### config.mk
export PLATFORM = sky130hd
export DESIGN_NAME = wb_arbiter
export DESIGN_NICKNAME = d
export VERILOG_FILES = /design/src/rtl/wb_arbiter.sv
export SDC_FILE = /design/constraint.sdc
export NUM_CORES = 1
export LEC_CHECK = 0
export CAP_MARGIN = 10
export CORE_ASPECT_RATIO = 2
export CORE_UTILIZATION = 54
export CTS_BUF_LIST = sky130_fd_sc_hd__clkbuf_16
export CTS_CLUSTER_DIAMETER = 60
export CTS_CLUSTER_SIZE = 24
export DETAILED_ROUTE_END_ITERATION = 10
export PLACE_DENSITY_LB_ADDON = 0.25
export SLEW_MARGIN = 20
export SYNTH_ARGS = -nofsm -noshare
export SYNTH_HDL_FRONTEND = slang
export SYNTH_SLANG_ARGS = --single-unit
### constraint.sdc
create_clock -name clk -period 2.6 [get_ports clk]
set_clock_uncertainty 0.05 [all_clocks]
set_input_delay 0.39 -clock clk [delete_from_list [all_inputs] [get_ports clk]]
set_output_delay 0.39 -clock clk [all_outputs]
set_load 0.1 [all_outputs]
### src/rtl/wb_arbiter.sv
// rtl/wb_arbiter.sv - register-file writeback arbiter: ALU results vs. FIFO-buffered memory results
module wb_arbiter #(
  parameter int DEPTH      = 4,
  parameter int STARVE_MAX = 3
) (
  input  logic                     clk,
  input  logic                     rst_n,
  input  logic                     alu_valid,
  output logic                     alu_ready,
  input  logic [4:0]               alu_rd,
  input  logic [31:0]              alu_data,
  input  logic                     mem_valid,
  output logic                     mem_ready,
  input  logic [4:0]               mem_rd,
  input  logic [31:0]              mem_data,
  output logic                     rf_we,
  output logic [4:0]               rf_wa,
  output logic [31:0]              rf_wd,
  output logic [$clog2(DEPTH):0]   pend_cnt
);

  localparam int AW = $clog2(DEPTH);
  localparam int CW = AW + 1;
  localparam int SW = (STARVE_MAX < 1) ? 1 : $clog2(STARVE_MAX + 1);

  // FIFO storage is not reset: only entries covered by the pointers are ever read
  logic [4:0]    rd_mem_q   [DEPTH];
  logic [31:0]   data_mem_q [DEPTH];

  logic [AW-1:0] wr_ptr_q, wr_ptr_d;
  logic [AW-1:0] rd_ptr_q, rd_ptr_d;
  logic [CW-1:0] cnt_q, cnt_d;
  logic [SW-1:0] starve_q, starve_d;
  logic          rf_we_q, rf_we_d;
  logic [4:0]    rf_wa_q, rf_wa_d;
  logic [31:0]   rf_wd_q, rf_wd_d;

  logic fifo_ne;
  logic force_fifo;
  logic alu_win;
  logic pop;
  logic push;

  // Arbitration uses registered occupancy only, so an entry pushed this cycle
  // cannot be popped until the next one and a pop never frees room early.
  always_comb begin
    fifo_ne    = (cnt_q != '0);
    force_fifo = fifo_ne && (starve_q == SW'(STARVE_MAX));
    alu_ready  = !force_fifo;
    mem_ready  = (cnt_q != CW'(DEPTH));
    alu_win    = alu_valid && !force_fifo;
    pop        = force_fifo || (!alu_valid && fifo_ne);
    push       = mem_valid && mem_ready && (mem_rd != 5'd0);
  end

  // Next-state for pointers, occupancy, starvation counter and writeback port
  always_comb begin
    wr_ptr_d = wr_ptr_q;
    rd_ptr_d = rd_ptr_q;
    cnt_d    = cnt_q;
    starve_d = starve_q;
    rf_we_d  = 1'b0;
    rf_wa_d  = rf_wa_q;
    rf_wd_d  = rf_wd_q;

    if (push) begin
      wr_ptr_d = wr_ptr_q + 1'b1;
    end
    if (pop) begin
      rd_ptr_d = rd_ptr_q + 1'b1;
    end
    case ({push, pop})
      2'b10:   cnt_d = cnt_q + 1'b1;
      2'b01:   cnt_d = cnt_q - 1'b1;
      default: cnt_d = cnt_q;
    endcase

    if (!fifo_ne || pop) begin
      starve_d = '0;
    end else if (alu_win && (starve_q != SW'(STARVE_MAX))) begin
      starve_d = starve_q + 1'b1;
    end

    if (pop) begin
      rf_we_d = 1'b1;
      rf_wa_d = rd_mem_q[rd_ptr_q];
      rf_wd_d = data_mem_q[rd_ptr_q];
    end else if (alu_win && (alu_rd != 5'd0)) begin
      rf_we_d = 1'b1;
      rf_wa_d = alu_rd;
      rf_wd_d = alu_data;
    end
  end

  // FIFO entry write at the tail
  always_ff @(posedge clk) begin
    if (push) begin
      rd_mem_q[wr_ptr_q]   <= mem_rd;
      data_mem_q[wr_ptr_q] <= mem_data;
    end
  end

  // Control and writeback registers, cleared asynchronously
  always_ff @(posedge clk or negedge rst_n) begin
    if (!rst_n) begin
      wr_ptr_q <= '0;
      rd_ptr_q <= '0;
      cnt_q    <= '0;
      starve_q <= '0;
      rf_we_q  <= 1'b0;
      rf_wa_q  <= '0;
      rf_wd_q  <= '0;
    end else begin
      wr_ptr_q <= wr_ptr_d;
      rd_ptr_q <= rd_ptr_d;
      cnt_q    <= cnt_d;
      starve_q <= starve_d;
      rf_we_q  <= rf_we_d;
      rf_wa_q  <= rf_wa_d;
      rf_wd_q  <= rf_wd_d;
    end
  end

  assign rf_we    = rf_we_q;
  assign rf_wa    = rf_wa_q;
  assign rf_wd    = rf_wd_q;
  assign pend_cnt = cnt_q;

endmodule

### Word-level counts from Yosys, hierarchy flattened

Memories as Yosys holds them, arrays and structs flattened.
Index checks and enable logic that the tools add are counted.

* bits in registers: 47
* memory bits (writable): 148
* bits of input ports: 78
* word-level logic and storage cells: 48
* memories: 2

Memory list
* data_mem_q: words 4, width 32, rd ports 1, clocked after memory_dff 0, wr ports 1, RTL line 28 `logic [31:0] data_mem_q [DEPTH];`
* rd_mem_q: words 4, width 5, rd ports 1, clocked after memory_dff 0, wr ports 1, RTL line 27 `logic [4:0] rd_mem_q [DEPTH];`

* add/sub/neg operators: 5
* equal/unequal tests: 5
* multiplexer cells: 11
* reductions and logical operators: 18

Operators by type and width (number)
* 32-bit two-way mux: 2
* 5-bit two-way mux: 2
* 5-bit nonzero test: 2
* 1-bit logical AND: 7
* 2-bit by 1-bit adder with 2-bit output (second input constant): 3
* 3-bit one-hot mux with 2 select lines: 1
* 2-bit nonzero test: 3
* 2-bit == test (second input constant): 2
* 1-bit two-way mux: 4
* 2-bit two-way mux: 2
* 3-bit by 1-bit adder with 3-bit output (second input constant): 1
* 1-bit logical NOT: 3
* 3-bit inequality test (second input constant): 1
* 3-bit nonzero test: 1
* 3-bit by 1-bit subtractor with 3-bit output (second input constant): 1
* 2-bit by 1-bit == test with 1-bit output (second input constant): 1
* 1-bit logical OR: 2
* 2-bit inequality test (second input constant): 1

### Logic depth before layout (Yosys ltp)

Gate-level depths: netlist (run 1).

* depth after elaboration: 7
* mapped depth: 11
* gate-level depth less buffers: 10

### Least setup slack after synthesis (run 1)

Ideal clock, no wire load.

* path kind: register to register
* from: register cnt_q[2] (netlist: pend_cnt[2])
* to: register cnt_q[2] (netlist: pend_cnt[2])
* setup time: 0.163 ns
* data arrival time: 3.400 ns
* path slack: -1.012 ns
* stages on the path, launching flop included: 10
* path buffers: 0
* clock period less this slack: 3.612 ns
* cell sequence: dfrtp_1 -> nand3_1 -> o211a_4 -> inv_1 -> ha_1 -> inv_1 -> fa_1 -> xor2_1 -> nor2_1 -> xor2_1

* cells in the longest elaborated chain, start to end: 5

RTL lines
* start: declaration: RTL line 32 `logic [CW-1:0] cnt_q, cnt_d;`
* start signal: assignment: RTL line 116 `cnt_q <= cnt_d;`
* 3-bit inequality test (*): RTL line 50 `mem_ready = (cnt_q != CW'(DEPTH));`
* net mem_ready: RTL line 13 `output logic mem_ready,`
* 1-bit logical AND (*) (2 in series): RTL line 53 `push = mem_valid && mem_ready && (mem_rd != 5'd0);`
* 2-bit by 1-bit == test with 1-bit output or 2-bit == test (tied branches): RTL line 72 `case ({push, pop})`
* 3-bit one-hot mux with 2 select lines or 2-bit nonzero test (tied branches)

Mark *: on every way through the listed nets, which the timed path passes. The rest lies on a longest branch.
A chain may end at the register's enable or synchronous reset.

### Final worst setup path (run 1)

* from: input port mem_rd[0]
* to: register cnt_q[2] (netlist: pend_cnt[2])

* cells in the longest elaborated chain, start to end: 4

RTL lines
* start: declaration: RTL line 14 `input logic [4:0] mem_rd,`
* 5-bit nonzero test (*): RTL line 53
* 1-bit logical AND (*): RTL line 53
* 2-bit by 1-bit == test with 1-bit output or 2-bit == test (tied branches): RTL line 72
* 3-bit one-hot mux with 2 select lines or 2-bit nonzero test (tied branches)

Every way passes the cells marked *; elsewhere a longest branch is shown, timed or not.

==> results.toml, run 1 <==
[clocking]
hold_buffers = 0
cts_setup_buffers = 0
cts_sinks = 195
cts_inserted_buffers = 17
htreeDepth = 4
cts_root_buf = "clkbuf_16"
path_clk_slew_ps = 70
cts_tree = "yes"
insertion_delay_ps = 420
cts.repair.resized = 0
clockBufferDepth = 2

[detailed_routing]
drt_iter0_drc = 295
route.met3.wl_um = 653
met2_length_um = 9840
route.detailed.drc = 0
met1_length_um = 6317
dr.max_layer_used = "met4"
drt-wirelength-per-cell_um = 21.10
vias = 4775
via_per_inst = 5.816
detail-route-antenna-nets = 0
wirelength_um = 17330
dr.pass1.iters = 4

[timing]
relSlewSlack = 0.4988
worst_pin_slew_ps = 751.8
max_freq_mhz = 425.0
maxSlewViolCount = 0
rsz0062_at_grt = "false"
setup-violations-final = 0
finalSetupTns_ps = 0
finalHoldViolations = 0
min_period_ps = 2353
setup_ws_ps = 247.2
fin_crit_sh = 0.9049
whs_ps = 22.83

[cells_and_area]
syn_to_final_growth_pct = 26.03
nets = 700
drive_gt1_frac = 0.2468
fin_cells = 821

[setup_path]
crit_required_ps = 2890
arrival_ps = 2650
cp-start-kind = "input pin"
r2r_setup_slack_ps = 600
path_class = "input pin to flop"
cp-end-kind = "flop"
path_max_fanout = 2

[floorplanning]
die_h_um = 173.3
coreArea_um2 = 14350
die_area_um2 = 15190
num_rows = 62
die_w_um = 87.65
start_util = 0.5520
io_pins = 121

[pwr]
finalPower_mw = 12.94
irDropWorstVdd_mv = 0.8540
p_sw_mw = 5.565
p_leak_nw = 3.548
p_per_area_nw_per_um2 = 1296
pwr-share-clk = 0.195
power_frac_comb = 0.441
seqPwrFrac = 0.364
swShare = 0.4299
internal-power_mw = 7.378

[global_routing]
grt_max_degree = 72
track_usage = 0.2470
overflow = 0
grt_pass1_vias = 5075
antenna_found_initial = 1
grt_pass1_wl_um = 27020

[logic_synthesis]
ys_warn_count = 0
netlist_area_um2 = 7923
async_flop_share = 0.2410
synth_edf_count = 148
yosysSeqAreaShare = 0.7094
syn-instance-count = 483
ys_types = 28
ys_ff_latch = 195
synth.net_count = 568
synth_ff_type = "edfxtp_1"
synth.avg_cell_area_um2 = 16.40

[worst_hold_path]
hold_path_class = "input pin to async pin"

[place]
place_ws_ps = -185.0
place_inst = 788
dp_hpwl_um = 11290
io_buffers = 120
gp_congestion = 0.7864

[run]
drv_cap = 0

[status]
outcome = "complete, no violations"
-- worst max-delay path: stages --
cell	delay, ps
clkdlybuf4s50_1	420
or4_4	550
o211a_4	240
inv_1	50
ha_1	160
inv_1	60
fa_1	370
xor2_1	150
nor2_1	110
xor2_1	160
-- through the flow --
stage | util | area [µm²]
2_1_floorplan | - | 7939
3_3_place_gp | 0.6555 | 9408
6_report | 0.6957 | 9985
5_1_grt | 0.6957 | 9985
3_5_place_dp | 0.6555 | 9408
4_1_cts | 0.6956 | 9982
-- power groups by stage --
stage          clock (mW)  sequential, mW  combinational, mW
6_report             2.52            4.71               5.71
5_1_grt              2.66            4.80               5.99
4_1_cts              2.54            4.72               5.77
3_5_place_dp            0            4.78               5.73
3_3_place_gp            0            4.71               5.66
2_1_floorplan           0            6.92               2.08
-- cells in the mapped netlist, drive strengths merged (2+ instances only) --
| library cell | count | area [µm²] |
|---|---|---|
| inv | 7 | 26.28 |
| dfrtp | 47 | 1176 |
| buf | 16 | 101.3 |
| and2 | 4 | 30.03 |
| xor2 | 2 | 17.52 |
| mux4 | 37 | 833.3 |
| nand3 | 36 | 180.2 |
| a221oi | 4 | 35.03 |
| xnor2 | 4 | 35.03 |
| nand2 | 6 | 22.52 |
| nor2b | 33 | 206.5 |
| edfxtp | 148 | 4444 |
| clkbuf | 16 | 60.06 |
| ha | 6 | 75.07 |
| nor2 | 43 | 161.4 |
| a31oi | 64 | 400.4 |
-- registers in the layout, indices dropped and copies added (netlist names) --
name,count
pend_cnt,3
wr_ptr_q,2
starve_q,2
rf_wd,32
data_mem_q,128
rf_wa,5
rd_mem_q,20
rd_ptr_q,2
rf_we,1
-- path summary, 6_finish.rpt --
check                            start           to  cells past startpoint
setup / recovery             mem_rd[0]  pend_cnt[2]                     10
hold / removal                   rst_n    rf_wd[21]                      2
setup reg to reg           starve_q[0]  pend_cnt[2]                     10
hold reg to reg            starve_q[0]  starve_q[0]                      1
max in group asynchronous        rst_n  rd_ptr_q[0]                      2
min in group clk             alu_valid  starve_q[0]                      4
-- routing by layer --
| layer | GRT usage | up-vias |
|---|---|---|
| met3 | 0.03952 | 30 |
| met4 | 0.1093 | 0 |
| met5 | 0 | - |
| li1 | - | 2151 |
| met2 | 0.4577 | 155 |
| met1 | 0.2679 | 2439 |
-- cell usage in the layout, fill, tap and decap left out, types with 5 or more instances in the layout --
cell type,instances
dfrtp_1,42
nand2_1,6
dfrtp_2,5
nor2b_1,33
clkbuf_16,17
buf_12,8
clkdlybuf4s50_1,75
edfxtp_1,148
ha_1,6
buf_4,60
a31oi_1,64
inv_1,8
mux4_2,37
nor2_1,42
nand3_1,35
-- cells by family (layout without fill, tap and decap cells) --
family	after synthesis	count (layout)	synth area share
AND/OR/NAND/NOR	127	127	0.08149
adder cells (fa/ha/maj)	7	7	0.01200
flip-flops	195	195	0.7094
XOR/XNOR	6	6	0.006633
AO/OA/AOI/OAI	70	70	0.05843
multiplexers	39	39	0.1083
buffers and inverters	39	184	0.02369
other	0	1	0
-- layout make-up --
cell class / count / area, µm²
flip-flops and latches: 195 / 5627
fillers: 947 / 4367
multi-input cells: 249 / 2143
repair buffers: 145 / 1371
clock buffers: 17 / 425.4
well taps: 192 / 240.2
clock inverters: 15 / 148.9
inverters: 7 / 26.28
diodes: 1 / 2.502
No activity file was read; power rests on OpenSTA's default activity.
==> run 2: changes to the inputs <==
- CTS_BUF_LIST: sky130_fd_sc_hd__clkbuf_16 -> sky130_fd_sc_hd__clkbuf_8 sky130_fd_sc_hd__clkbuf_16
==> results of run 2 <==
The final DEF is identical to that of run 1; final timing and power are the same.
==> run 3: changes to the inputs <==
- CELL_PAD_IN_SITES_DETAIL_PLACEMENT: unset -> 1
- CELL_PAD_IN_SITES_GLOBAL_PLACEMENT: unset -> 2
- CORE_UTILIZATION: 54 -> 39
==> results.toml, run 3 (same netlist as run 1, synthesis figures left out) <==
[pwr]
p_per_area_nw_per_um2 = 1281
finalPower_mw = 12.92
internal-power_mw = 7.355
p_sw_mw = 5.561
power_frac_comb = 0.445
irDropWorstVdd_mv = 0.8137
p_leak_nw = 3.566
swShare = 0.4306
pwr-share-clk = 0.189
seqPwrFrac = 0.366

[clocking]
cts_setup_buffers = 0
cts_sinks = 195
cts.repair.resized = 0
insertion_delay_ps = 430
cts_tree = "yes"
htreeDepth = 4
path_clk_slew_ps = 70
cts_inserted_buffers = 17
cts_root_buf = "clkbuf_16"
clockBufferDepth = 2

[setup_path]
arrival_ps = 2650
cp_cell_sequence = "clkdlybuf4s50_1 -> or4_4 -> o211a_4 -> inv_1 -> ha_1 -> inv_1 -> fa_1 -> xor2_1 -> nor2_1 -> xor2_1"
max_stage_delay_ps = 550
crit_family = "simple AND/OR/NAND/NOR gates"
cp-end-kind = "flop"
path_class = "input pin to flop"
slowest_stage = "or4_4"
crit_required_ps = 2900
path_max_fanout = 2
cp_num_buf_inv = 3
cp-start-kind = "input pin"

[floorplanning]
io_pins = 121
num_rows = 73
die_area_um2 = 20920
die_w_um = 102.8
die_h_um = 203.6
start_util = 0.3979
coreArea_um2 = 19910

[cells_and_area]
top_register = "data_mem_q"
fillCellCount = 1989
final_cell_mix = "edfxtp_1 (148), clkdlybuf4s50_1 (75), buf_4 (67), a31oi_1 (64)"
drive_gt1_frac = 0.2520
n_antenna_cell = 0
post-route-util = 0.5063
nets = 707
largest_register_ff_count = 128
syn_to_final_growth_pct = 27.26
seq_area_um2 = 5627
multi_input_area_um2 = 2143
final_common_cell = "edfxtp_1"
fin_cells = 897

[place]
dp_hpwl_um = 13460
io_buffers = 120
gp_congestion = 0.7168
place_inst = 864
place_ws_ps = -211.2

[global_routing]
grt_max_degree = 72
antenna_found_initial = 0
track_usage = 0.2026
overflow = 0
grt_pass1_vias = 5262
grt_pass1_wl_um = 30260

[timing]
setup_ws_ps = 250.3
max_freq_mhz = 425.6
rsz0062_at_grt = "false"
relSlewSlack = 0.4687
whs_ps = 325.4
finalHoldViolations = 0
setup-violations-final = 0
fin_crit_sh = 0.9037
min_period_ps = 2350
worst_pin_slew_ps = 796.9
maxSlewViolCount = 0

[run]
drv_cap = 0

[detailed_routing]
route.detailed.drc = 0
detail-route-antenna-nets = 0
via_per_inst = 5.369
wirelength_um = 19480
drt-wirelength-per-cell_um = 21.71
vias = 4816
drt_iter0_drc = 153
dr.pass1.iters = 5

[status]
outcome = "complete, no violations"

[worst_hold_path]
hold_path_class = "input pin to flop"
==> run 3: area by class of cell <==
class                           instances  share of cell area
Multi-Input combinational cell        249              0.2126
Tap cell                              262             0.03251
Clock buffer                           17             0.04219
Clock inverter                         15             0.01179
Timing Repair Buffer                  152              0.1402
Inverter                                7            0.002606
Sequential cell                       195              0.5581
==> run 3: worst min-delay path, delay by kind of cell <==
kind | cells | cell delay (ps)
AND/OR/NAND/NOR | 3 | 240
buffers and inverters | 1 | 130
==> run 3: routing by layer <==
| layer | global-route usage | wire length, µm | vias to the layer above |
|---|---|---|---|
| met5 | 0 | 0 | - |
| met4 | 0.07696 | 459 | 0 |
| met3 | 0.03735 | 817 | 30 |
| met2 | 0.3769 | 11220 | 118 |
| met1 | 0.2210 | 6981 | 2501 |
| li1 | - | - | 2167 |
==> run 3: final timing paths <==
check / startpoint / slack (ps) / end / depth (start not counted)
max: mem_rd[0] / 250 / pend_cnt[2] / 10
min: alu_valid / 330 / starve_q[0] / 4
max reg2reg: starve_q[0] / 550 / rf_wd[14] / 6
min reg2reg: starve_q[0] / 390 / starve_q[0] / 1
max in group asynchronous: rst_n / 1120 / rf_wd[6] / 3
min in group asynchronous: rst_n / 540 / rf_wd[23] / 2
==> run 3: what timing repair did <==
action / in CTS / in global routing
setup endpoints to repair: 0 / 0
hold endpoints to repair: 21 / 0
hold buffers: 1 / 0
==> run 3: power by group through the flow <==
stage	logic, mW	clock network [mW]	registers, mW
after floorplan	2.08	0	6.92
after global placement	5.73	0	4.73
after detailed placement	5.81	0	4.80
after CTS	5.84	2.50	4.75
after global routing	6.06	2.60	4.83
final	5.75	2.44	4.73
==> run 3: stage by stage <==
stage                     cell area [µm²]  TNS, ps
after detailed placement             9528   -253.3
after floorplan                      7939        0
after global routing                10080        0
after global placement               9528   -210.1
after CTS                           10080        0
final                               10080        0
